**config.mk**
```make
export PLATFORM = sky130hd
export DESIGN_NAME = occ_axil_responder
export DESIGN_NICKNAME = d
export VERILOG_FILES = /design/src/rtl/occ_axil_responder_pkg.sv /design/src/rtl/occ_axil_responder_fifo.sv /design/src/rtl/occ_axil_responder.sv
export SDC_FILE = /design/constraint.sdc
export NUM_CORES = 2
export LEC_CHECK = 0
export ABC_AREA = 1
export CAP_MARGIN = 20
export CORE_MARGIN = 8
export CORE_UTILIZATION = 60
export DETAILED_ROUTE_END_ITERATION = 8
export PLACE_DENSITY = 0.78
export SLEW_MARGIN = 10
export SYNTH_ARGS = -nofsm -noshare
export SYNTH_HDL_FRONTEND = slang
export SYNTH_SLANG_ARGS = --single-unit
```
**constraint.sdc**
```tcl
create_clock -name clk -period 15.4 [get_ports clk]
set_clock_uncertainty 0.15 [all_clocks]
set_input_delay 1.54 -clock clk [delete_from_list [all_inputs] [get_ports clk]]
set_output_delay 1.54 -clock clk [all_outputs]
set_load 0.005 [all_outputs]
```
**src/rtl/occ_axil_responder_pkg.sv**
```systemverilog
// rtl/occ_axil_responder_pkg.sv - shared AXI response codes and occurrence-word beat type
package BwaMemDefines;

  localparam logic [1:0] AXI_RESP_OKAY   = 2'b00;
  localparam logic [1:0] AXI_RESP_SLVERR = 2'b10;
  localparam int         OCC_WORD_BYTES  = 32;

  typedef struct packed {
    logic [1:0]   resp;
    logic [255:0] data;
  } OccRespBeat;

endpackage

```
**src/rtl/occ_axil_responder_fifo.sv**
```systemverilog
// rtl/occ_axil_responder_fifo.sv - show-ahead response FIFO with occupancy and sticky overflow flag
module occ_resp_fifo #(
  parameter int W  = 258,
  parameter int AW = 3
) (
  input  logic          clk,
  input  logic          rst,
  input  logic          push,
  input  logic [W-1:0]  wdata,
  input  logic          pop,
  output logic [W-1:0]  rdata,
  output logic [AW:0]   data_cnt,
  output logic          overflow
);

  localparam int DEPTH = 1 << AW;

  logic [W-1:0]  mem_q [DEPTH];
  logic [AW-1:0] wr_ptr_q, wr_ptr_d, rd_ptr_q, rd_ptr_d;
  logic [AW:0]   cnt_q, cnt_d;
  logic          overflow_q, overflow_d;
  logic          full, empty, wr_en, rd_en;

  always_comb begin
    full       = cnt_q[AW];
    empty      = (cnt_q == '0);
    wr_en      = push && !full;
    rd_en      = pop && !empty;
    wr_ptr_d   = wr_ptr_q;
    rd_ptr_d   = rd_ptr_q;
    if (wr_en) wr_ptr_d = wr_ptr_q + 1'b1;
    if (rd_en) rd_ptr_d = rd_ptr_q + 1'b1;
    cnt_d      = cnt_q + {{AW{1'b0}}, wr_en} - {{AW{1'b0}}, rd_en};
    // A push into a full FIFO is lost even if a pop happens the same cycle.
    overflow_d = overflow_q || (push && full);
  end

  always_ff @(posedge clk or posedge rst) begin
    if (rst) begin
      wr_ptr_q   <= '0;
      rd_ptr_q   <= '0;
      cnt_q      <= '0;
      overflow_q <= 1'b0;
    end else begin
      wr_ptr_q   <= wr_ptr_d;
      rd_ptr_q   <= rd_ptr_d;
      cnt_q      <= cnt_d;
      overflow_q <= overflow_d;
    end
  end

  always_ff @(posedge clk) begin
    if (wr_en) mem_q[wr_ptr_q] <= wdata;
  end

  assign rdata    = mem_q[rd_ptr_q];
  assign data_cnt = cnt_q;
  assign overflow = overflow_q;

endmodule

```
**src/rtl/occ_axil_responder.sv**
```systemverilog
// rtl/occ_axil_responder.sv - credit-based AXI4-Lite read responder over a fixed-latency RAM
// Optional statistics outputs are enabled by defining OCC_RESP_STATS_EN.
module occ_axil_responder
  import BwaMemDefines::*;
#(
  parameter int            AW        = 40,
  parameter int            DW        = 256,
  parameter logic [AW-1:0] BASE_ADDR = '0,
  parameter int            DEPTH_AW  = 10,
  parameter int            RAM_LAT   = 2,
  parameter int            QU_AW     = 3
) (
  input  logic                clk,
  input  logic                rst,
  input  logic [AW-1:0]       s_axi_araddr,
  input  logic [2:0]          s_axi_arprot,
  input  logic                s_axi_arvalid,
  output logic                s_axi_arready,
  output logic [DW-1:0]       s_axi_rdata,
  output logic [1:0]          s_axi_rresp,
  output logic                s_axi_rvalid,
  input  logic                s_axi_rready,
  output logic                mem_en,
  output logic [DEPTH_AW-1:0] mem_addr,
  input  logic [DW-1:0]       mem_rdata
`ifdef OCC_RESP_STATS_EN
  ,
  output logic [31:0]         stat_rd_cnt,
  output logic [31:0]         stat_err_cnt,
  output logic [QU_AW:0]      stat_max_outst
`endif
);

  localparam int OFF_LSB = $clog2(OCC_WORD_BYTES);

  logic [QU_AW:0]   cnt_q, cnt_d;
  logic [RAM_LAT-1:0] tag_vld_q, tag_vld_d, tag_err_q, tag_err_d;
  logic [DW-1:0]    last_data_q, last_data_d;
  logic [1:0]       last_resp_q, last_resp_d;
  logic [AW-1:0]    off;
  logic             addr_err, arready, ar_hs, rvalid, r_hs;
  logic             fifo_push, fifo_overflow;
  logic [DW+1:0]    fifo_wdata, fifo_rdata;
  logic [QU_AW:0]   fifo_cnt;
  logic             unused_ok;

  assign unused_ok = ^s_axi_arprot;

  always_comb begin
    off       = s_axi_araddr - BASE_ADDR;
    addr_err  = (s_axi_araddr < BASE_ADDR) || (|off[OFF_LSB-1:0]) ||
                (|off[AW-1:OFF_LSB+DEPTH_AW]);
    // Credits count beats owed, so arready never looks at arvalid.
    arready   = !rst && !cnt_q[QU_AW];
    ar_hs     = s_axi_arvalid && arready;
    rvalid    = (fifo_cnt != '0);
    r_hs      = rvalid && s_axi_rready;
    cnt_d     = cnt_q + {{QU_AW{1'b0}}, ar_hs} - {{QU_AW{1'b0}}, r_hs};
    tag_vld_d = '0;
    tag_err_d = '0;
    tag_vld_d[0] = ar_hs;
    tag_err_d[0] = addr_err;
    for (int i = 1; i < RAM_LAT; i++) begin
      tag_vld_d[i] = tag_vld_q[i-1];
      tag_err_d[i] = tag_err_q[i-1];
    end
    fifo_push  = tag_vld_q[RAM_LAT-1];
    fifo_wdata = tag_err_q[RAM_LAT-1] ? {AXI_RESP_SLVERR, {DW{1'b0}}}
                                      : {AXI_RESP_OKAY, mem_rdata};
    last_data_d = r_hs ? fifo_rdata[DW-1:0] : last_data_q;
    last_resp_d = r_hs ? fifo_rdata[DW+:2]  : last_resp_q;
  end

  always_ff @(posedge clk or posedge rst) begin
    if (rst) begin
      cnt_q       <= '0;
      tag_vld_q   <= '0;
      tag_err_q   <= '0;
      last_data_q <= '0;
      last_resp_q <= '0;
    end else begin
      cnt_q       <= cnt_d;
      tag_vld_q   <= tag_vld_d;
      tag_err_q   <= tag_err_d;
      last_data_q <= last_data_d;
      last_resp_q <= last_resp_d;
    end
  end

  occ_resp_fifo #(
    .W  (DW + 2),
    .AW (QU_AW)
  ) u_fifo (
    .clk      (clk),
    .rst      (rst),
    .push     (fifo_push),
    .wdata    (fifo_wdata),
    .pop      (r_hs),
    .rdata    (fifo_rdata),
    .data_cnt (fifo_cnt),
    .overflow (fifo_overflow)
  );

  overflow_never_set: assert property (@(posedge clk) disable iff (rst) !fifo_overflow);

  assign s_axi_arready = arready;
  assign s_axi_rvalid  = rvalid;
  // Empty queue exposes the last popped beat rather than a stale slot.
  assign s_axi_rdata   = rvalid ? fifo_rdata[DW-1:0] : last_data_q;
  assign s_axi_rresp   = rvalid ? fifo_rdata[DW+:2]  : last_resp_q;
  assign mem_en        = ar_hs && !addr_err;
  assign mem_addr      = off[OFF_LSB +: DEPTH_AW];

`ifdef OCC_RESP_STATS_EN
  logic [31:0]    stat_rd_q, stat_rd_d, stat_err_q, stat_err_d;
  logic [QU_AW:0] stat_max_q, stat_max_d;

  always_comb begin
    stat_rd_d  = stat_rd_q;
    stat_err_d = stat_err_q;
    stat_max_d = stat_max_q;
    if (ar_hs && (stat_rd_q != '1)) stat_rd_d = stat_rd_q + 32'd1;
    if (r_hs && (fifo_rdata[DW+:2] == AXI_RESP_SLVERR) && (stat_err_q != '1))
      stat_err_d = stat_err_q + 32'd1;
    if (cnt_d > stat_max_q) stat_max_d = cnt_d;
  end

  always_ff @(posedge clk or posedge rst) begin
    if (rst) begin
      stat_rd_q  <= '0;
      stat_err_q <= '0;
      stat_max_q <= '0;
    end else begin
      stat_rd_q  <= stat_rd_d;
      stat_err_q <= stat_err_d;
      stat_max_q <= stat_max_d;
    end
  end

  assign stat_rd_cnt    = stat_rd_q;
  assign stat_err_cnt   = stat_err_q;
  assign stat_max_outst = stat_max_q;
`endif

endmodule

```
### Word-level counts from Yosys, hierarchy flattened

Memories as Yosys holds them, arrays and structs flattened.
Index checks and enable logic that the tools add are counted.

| word-level totals | value |
|---|---|
| register bits after elaboration | 276 |
| memory bits (writable) | 2064 |
| memories kept | 1 |
| input port bits | 303 |

| operators by class | value |
|---|---|
| muxes and demuxes | 5 |
| add/subtract/negate cells | 6 |
| reductions and logical operators | 17 |
| $lt $le $gt $ge | 1 |

Memories:

| name | words | width | rd ports | clocked after Yosys merged registers in | wr ports | line | RTL |
|---|---|---|---|---|---|---|---|
| u_fifo.mem_q | 8 | 258 | 1 | 0 | 1 | occ_axil_responder_fifo.sv:18 | `logic [W-1:0] mem_q [DEPTH];` |

Operators with widths:

| operator | number |
|---|---|
| $mux W258 | 1 |
| $mux W256 | 1 |
| $lt A40 B1 Y1 const B | 1 |
| $reduce_or A25 Y1 | 1 |
| $add A4 B1 Y4 | 2 |
| $sub A4 B1 Y4 | 2 |
| $add A3 B1 Y3 const B | 2 |
| $logic_and A1 B1 Y1 | 6 |
| $logic_not A1 Y1 | 5 |
| $reduce_or A5 Y1 | 1 |
| $logic_not A4 Y1 | 1 |
| $reduce_bool A4 Y1 | 1 |
| $logic_or A1 B1 Y1 | 2 |
| $mux W1 | 2 |
| $mux W2 | 1 |

### Depth between registers and ports, before layout

| logic depth | value |
|---|---|
| depth in word-level cells | 5 |
| mapped depth | 13 |

### Modules after synthesis

From an unflattened synthesis, not the netlist that was laid out.

| second synthesis, totals | value |
|---|---|
| cells, all modules | 11264 |
| area, all modules | 105772.7 sq um |

By module, submodules not included:

| module | area an instance (sq um) | seq. area each (sq um) | cells an instance | instances |
|---|---|---|---|---|
| occ_resp_fifo | 90061.4 | 62254.7 | 8985 | 1 |
| occ_axil_responder | 15711.3 | 6656.4 | 2279 | 1 |

### Least setup slack after synthesis

Ideal clock, no wire load.

| timing path | value |
|---|---|
| path kind | reg-to-reg |
| from | register u_fifo.cnt_q[3] (netlist: u_fifo.data_cnt[3]) |
| to | memory u_fifo.mem_q[0][0], enable pin |
| arrival time | 11436 ps |
| data required time | 14371 ps |
| stages on the path, launching flop included | 5 |
| slack | 2934 ps |
| path buffers | 0 |
| period minus slack after synthesis | 12466 ps |
| path through | dfrtp_1 > inv_1 > nand2_1 > or2_2 > nor2_1 |

| on the way | value |
|---|---|
| word-level cells in the longest chain between the ends | 4 |

RTL lines:

| element | line | RTL |
|---|---|---|
| from (decl) | occ_axil_responder_fifo.sv:20 | `logic [AW:0] cnt_q, cnt_d;` |
| from (signal assigned) | occ_axil_responder_fifo.sv:47 | `cnt_q <= cnt_d;` |
| $logic_not A1 Y1 | occ_axil_responder_fifo.sv:27 | `wr_en = push && !full;` |
| $logic_and A1 B1 Y1 | occ_axil_responder_fifo.sv:27 |  |
| $mux W1 | occ_axil_responder_fifo.sv:53 | `if (wr_en) mem_q[wr_ptr_q] <= wdata;` |
| $mux W1 (not written as such) | occ_axil_responder_fifo.sv:53 |  |
| to (decl) | occ_axil_responder_fifo.sv:18 |  |

Every way passes these cells.

### Worst setup path in the final report

| timing path | value |
|---|---|
| from | register u_fifo.rd_ptr_q[0] |
| to | output port s_axi_rdata[57] |

| on the way | value |
|---|---|
| word-level cells in the longest chain between the ends | 2 |

RTL lines:

| element | line | RTL |
|---|---|---|
| from (decl) | occ_axil_responder_fifo.sv:19 | `logic [AW-1:0] wr_ptr_q, wr_ptr_d, rd_ptr_q, rd_ptr_d;` |
| from (signal assigned) | occ_axil_responder_fifo.sv:46 | `rd_ptr_q <= rd_ptr_d;` |
| $mem_v2 Z8 W258 | - |  |
| $mux W256 | occ_axil_responder.sv:109 | `assign s_axi_rdata = rvalid ? fifo_rdata[DW-1:0] : last_data_q;` |
| to (decl) | occ_axil_responder.sv:19 | `output logic [DW-1:0] s_axi_rdata,` |

Every way passes these cells.

==> impl_metrics.yaml <==
status:
  run_status: "finished clean"
yosys:
  synth.top_cell.area_share_pct: 60.1
  ys_seq_elements: 2331
  post_synth.cell_area_avg_sq_um: 9.83
  synth_edf_count: 2056
  synth_fa_ha_area_share_pct: 0.173
  synth_mux_area_share_pct: 0
  synth.area.top_cells: "edfxtp_1 (60%), nand2_1 (13%), nand3_1 (8.8%)"
  synthArstFlopShare_pct: 11.8
  synthSimpleGateAreaFrac_pct: 23.1
  synth_flop_cell: "edfxtp_1"
  synth_cell_type_count: 28
  synth_xor_area_share_pct: 0.0683
  ys.warnings.count: 0
  ys_seq_area_share_pct: 66.8
  yosys.area.top_type: "edfxtp_1"
  netlist_top_cells_count: "nand2_1 (3,622), edfxtp_1 (2,056), inv_1 (1,816), nand3_1 (1,801), nor2_1 (283)"
  synth.most_common_cell: "nand2_1"
  syn_inst: 10400
  syn_area_sq_mm: 0.103
  synth_top_family_by_area: "simple AND/OR/NAND/NOR gates"
  synthesis.nets: 10800
  synth_compound_area_share_pct: 0.0195
sta:
  fmax_mhz: 121
  worstMarginPinSlew_ns: 1.22
  hold_ws_ns: 0.208
  fin_setup_tns_ns: 0
  fin_crit_sh_pct: 53.5
  rsz0062_at_grt: "no"
  maxSlewHeadroom_pct: 19.0
  period_needed_ns: 8.25
  setup_viol: 0
  hold_violations: 0
  final-max-slew-violation-count: 0
clock_tree:
  postCtsSetupRepairBufs: 0
  cts_root_buf: "clkbuf_16"
  cts_buffers: 226
  hold_buffers: 0
  clock_sinks: 2331
  cts_resized: 0
  clk_pin_slew_worst_paths_ns: 0.06
  cts_buffer_depth: 3
  clk_latency_ns: 0.85
  htreeDepth: 4
  cts_tree: "built"
power:
  finalPower_mw: 21.1
  p_leak_nw: 52.1
  peakVddDrop_mv: 0.144
  p_per_area_mw_per_mm2: 181
critical_path:
  worstPathRequired_ns: 13.71
  crit_top_cell: "nand2_1"
  cpLargestDelayFamily: "buffers and inverters"
  cp_max_fo: 257
  crit_path_cell_trace: "inv_16 -> buf_4 -> buf_4 -> buf_4 -> nand2_1 -> nand2_1 -> nand2_1 -> nand3_1 -> nand3_1 -> nand2_1 -> clkdlybuf4s50_1"
  max_stage_delay_ns: 0.98
  worst-path-buf-inv: 5
  crit_slowest_cell: "buf_4"
  criticalPathCategory: "register to primary output"
  arrival_ns: 6.56
  end_kind: "primary output"
  startpoint_type: "register"
floorplan:
  start_util_pct: 60.1
  ios: 574
  core_area_sq_mm: 0.171
  num_rows: 152
  die-area_sq_mm: 0.185
  fp.dieH_um: 430
  fp.dieW_um: 430
route:
  drtAntennaViolNets: 0
  drc: 0
  drt-initial-drc-count: 8323
  drt_pass1_iterations: 6
  vias: 74000
  drt_wl_total_um: 274000
  wl_per_cell_um: 20.7
  via_per_inst: 5.60
global_routing:
  busiest_layer: "met2"
  grt_pass1_vias: 74000
  grt_pass1_wl_um: 414000
  grt-ovfl-total: 0
  antenna_found_initial: 7
  grt_use_met3_pct: 4.84
  gr-usage-met1_pct: 36.1
  grtUsageTotal_pct: 28.8
  grt_max_degree: 258
  grtUsageMet2_pct: 47.2
final_layout:
  fin_nets: 11100
  ff_latch_area_sq_mm: 0.0686
  area_growth_pct: 13.4
  multi_input_area_sq_mm: 0.0241
  drive_above_1_share_pct: 4.26
  nFillCells: 12000
place:
  io_buffers: 549
  dpl.hpwl_um: 138000
  gp_congestion: 0.807
job:
  maxCapViolations: 0
worst_hold_path:
  hp-class: "register to register"
## path summary, 6_finish.rpt
| check | end | slack [ns] | cells after the start | start |
|---|---|---|---|---|
| worst max-delay path | s_axi_rdata[57] | 7.15 | 11 | u_fifo.rd_ptr_q[0] |
| worst min-delay path | tag_vld_q[1] | 0.21 | 0 | tag_vld_q[0] |
| worst max register to register | last_data_q[111] | 10.03 | 9 | u_fifo.rd_ptr_q[0] |
| worst min register to register | tag_vld_q[1] | 0.21 | 0 | tag_vld_q[0] |
| max in group asynchronous | last_data_q[154] | 11.81 | 4 | rst |
| min in group asynchronous | tag_err_q[1] | 1.13 | 2 | rst |
## layer usage
metal	up-vias	wire length, um
met4	0	17300
li1	33800	-
met5	-	0
met2	4152	131000
met3	845	26300
met1	35200	99700
## cell families (layout without fill, tap and decap cells)
| logic type | after synthesis | after routing |
|---|---|---|
| fa+ha+maj | 13 | 13 |
| flops | 2331 | 2331 |
| xor+xnor | 8 | 8 |
| other cells | 1 | 6 |
| compound gates | 4 | 4 |
| simple gates | 5713 | 5713 |
| buf+inv | 2373 | 2896 |
## registers in the layout (all words and copies together), names as in the netlist
register,count
u_fifo.mem_q,2056
last_data_q,256
cnt_q,4
u_fifo.data_cnt,4
u_fifo.rd_ptr_q,3
u_fifo.wr_ptr_q,3
tag_err_q,2
tag_vld_q,2
last_resp_q,1
## stage by stage
step	cell area [sq um]	worst slack, ns	utilization [%]	std cells
3_5_place_dp	109000	8.21	63.6	12800
5_1_grt	116000	6.86	68.1	13200
4_1_cts	116000	7.21	68.1	13200
3_3_place_gp	109000	8.26	63.6	12800
2_1_floorplan	103000	2.93	-	10400
6_report	116000	7.15	68.1	13200
## placed cells by master, fill, tap and decap left out, drive strengths merged, types with 11 or more instances in the layout
cell,synthesis,routed
nor2,285,285
clkinv,0,70
nand3,1801,1801
clkdlybuf4s50,0,549
edfxtp,2056,2056
dfrtp,275,275
clkbuf,147,333
bufinv,0,16
buf,405,93
inv,1821,1829
nand2,3623,3623
ha,11,11
## layout make-up
class                           count  share of cell area, %
Antenna cell                        5                 0.0108
Clock buffer                      333                   5.65
Clock inverter                    100                  0.849
Inverter                         1821                   5.92
Multi-Input combinational cell   5739                   20.7
Sequential cell                  2331                   59.0
Tap cell                         2233                   2.40
Timing Repair Buffer              642                   5.53
## power breakdown
group / leakage, nW / switching [mW] / internal [mW]
registers: 22.4 / 0.290 / 7.32
clock network: 3.72 / 2.33 / 3.22
logic: 26.0 / 5.08 / 2.85
(Power assumes the default switching activity.)
